===== config.mk =====
export PLATFORM = sky130hd
export DESIGN_NAME = pam_chk_popcnt
export DESIGN_NICKNAME = d
export VERILOG_FILES = /design/src/rtl/pam_chk_popcnt.sv
export SDC_FILE = /design/constraint.sdc
export NUM_CORES = 1
export LEC_CHECK = 0
export ABC_CLOCK_PERIOD_IN_PS = 8300
export CAP_MARGIN = 20
export CORE_UTILIZATION = 43
export DETAILED_ROUTE_END_ITERATION = 6
export PLACE_DENSITY = 0.83
export SYNTH_ARGS = -nofsm -noshare
export SYNTH_HDL_FRONTEND = slang
export SYNTH_SLANG_ARGS = --single-unit

===== constraint.sdc =====
create_clock -name vclk -period 8.3
set_input_delay 1.66 -clock vclk [all_inputs]
set_output_delay 1.66 -clock vclk [all_outputs]
set_load 0.05 [all_outputs]

===== src/rtl/pam_chk_popcnt.sv =====
// Combinational population count of a data word; feeds the bit-error accumulator.
module pam_chk_popcnt #(
    parameter int unsigned DATA_WIDTH = 32
) (
    input  logic [DATA_WIDTH-1:0]      din,
    output logic [$clog2(DATA_WIDTH):0] cnt
);
    localparam int unsigned CNT_W = $clog2(DATA_WIDTH) + 1;

    always_comb begin
        cnt = '0;
        for (int unsigned i = 0; i < DATA_WIDTH; i++) begin
            cnt = cnt + CNT_W'(din[i]);
        end
    end

endmodule


==> out/qor.yml <==
min_period_over_period: 0.985
ys_top_cells_by_area: "fa_1 (63%), inv_1 (15%), ha_1 (12%)"
synth_top_cell_area_share: 0.634
crit_fanout: 2
cpMostUsedCell: "fa_1"
hold_viol: 0
relSlewSlack: 0.821
final_nets: 176
drt-wirelength-per-cell_um: 12.5
grt_antenna_before_repair: 0
ys_warn_count: 0
max_freq_ghz: 0.122
cp-start-kind: "input pin"
final-setup-viol-count: 0
num-fill-cells: 104
stdcell_count: 127
area_growth_pct: 63.7
synth_cell_types: 11
grt_usage: 0.188
syn-cell-area_um2: 758
viasPerCell: 4.69
pre_cts_ws_ps: -83.6
drive_above_1_share: 0.117
finalCriticalPeriod_ps: 8170
status: "finished, violations left"
worst_slew_pin_slew_ps: 267
hold_buffers: 0
cp.arrival_ps: 6510
grt_first_pass_wirelength_um: 2690
seq_cell_count: 0
first_pass_iters: 7
worst_ep_required_time_ps: 6640
die-area_um2: 1940
crit_buf_inv: 7
end_kind: "output port"
dp_cells: 127
core-area_um2: 1580
numPortBuffers: 38
fp.dieH_um: 44.0
start_util: 0.481
critPathMaxStageDelay_ps: 530
cap_violations: 0
num_vias: 595
violations: "DRC"
path_class: "input pin to output port"
drc: 1
drtIter0Drc: 4
row_count: 14
ios: 38
drt_wl_total_um: 1590
first_global_vias: 692
seq_area_frac_synth: 0
clockBufferCount: 0
timing.final.ws_setup_ps: 125
gp_congestion: 0.690
synth_top_cell_by_area: "fa_1"
die_w_um: 44.0
rsz0062_at_grt: "true"
grt_max_degree: 4
syn_avg_cell_area_um2: 10.4
drv_slew: 0
crit_chain: "clkdlybuf4s50_1 -> inv_1 -> fa_1 -> inv_1 -> fa_1 -> fa_1 -> fa_1 -> fa_1 -> inv_1 -> fa_1 -> inv_1 -> ha_2 -> inv_1 -> fa_2 -> nand2b_4 -> a21oi_4 -> xor2_2 -> buf_12"
grt-ovfl-total: 0
hp-class: "input pin to output port"
num_antenna_cells: 0
drtAntennaViolNets: 0
register_area_um2: 0
multi_input_area_um2: 681
syn_nets: 136
dpl.hpwl_um: 1600
cp_slowest_cell: "fa_1"
cp_top_family: "adder cells"
synth_cells: 73
## cells in the final DEF (no fill, tap or decap), types with 2 or more instances in the layout
master and instances:
inv_1 30, fa_1 23, clkdlybuf4s50_1 32, nor2_1 2
ha_1 6, nand2_1 2, buf_12 5
## layout make-up
| type | count | area share |
|---|---|---|
| Timing Repair Buffer | 38 | 0.345 |
| Inverter | 30 | 0.0907 |
| Tap cell | 16 | 0.0161 |
| Multi-Input combinational cell | 43 | 0.548 |
## final timing paths
check / from / to / depth (start not counted)
setup / recovery: din[0] / cnt[4] / 18
hold / removal: din[2] / cnt[0] / 3
## stage by stage
| stage | utilization | hold WS [ps] | cell area [um2] | TNS [ps] |
|---|---|---|---|---|
| 2_1_floorplan | - | 3700 | 758 | 0 |
| 3_3_place_gp | 0.765 | 4090 | 1210 | 0 |
| 6_report | 0.787 | 4140 | 1240 | 0 |
| 4_1_cts | 0.775 | 4120 | 1220 | 0 |
| 5_1_grt | 0.787 | 4150 | 1240 | -28.2 |
| 3_5_place_dp | 0.765 | 4120 | 1210 | -83.6 |
## synth_stat cells
cell	n
inv_1	30
o21ai_0	1
fa_1	24
xnor2_1	2
a21oi_2	2
xor2_1	1
nor2_1	2
nand2_1	2
ha_1	7
nand2b_1	1
a21o_1	1
## what timing repair did
action / CTS / global route
resized for setup: 2 / 5
pin swaps: 4 / 5
buffers inserted: 0 / 0
setup endpoints to repair: 1 / 2
## layer usage
| metal | track usage | routed length (um) | part of all wire |
|---|---|---|---|
| met1 | 0.180 | 465 | 0.29 |
| met2 | 0.442 | 1050 | 0.66 |
| met3 | 0.00417 | 73 | 0.046 |
| met4 | 0 | 0 | 0 |
| met5 | 0 | 0 | 0 |
## logic make-up (layout without fill, tap and decap cells)
| group | Yosys count | after routing | share of synthesized area |
|---|---|---|---|
| AOI/OAI and AO/OA | 4 | 4 | 0.0396 |
| xor gates and xnor gates | 3 | 3 | 0.0347 |
| adders and majority gates | 31 | 31 | 0.749 |
| buffers and inverters | 30 | 68 | 0.149 |
| and+or+nand+nor | 5 | 5 | 0.0281 |
## worst min-delay path, delay by kind of cell
family	cells	cell delay [ps]
fa+ha+maj	1	160
buf+inv	2	650
Power is left out: the tool's default activity adds up to more than one toggle a clock period on the data nets, which glitch-free logic cannot reach.
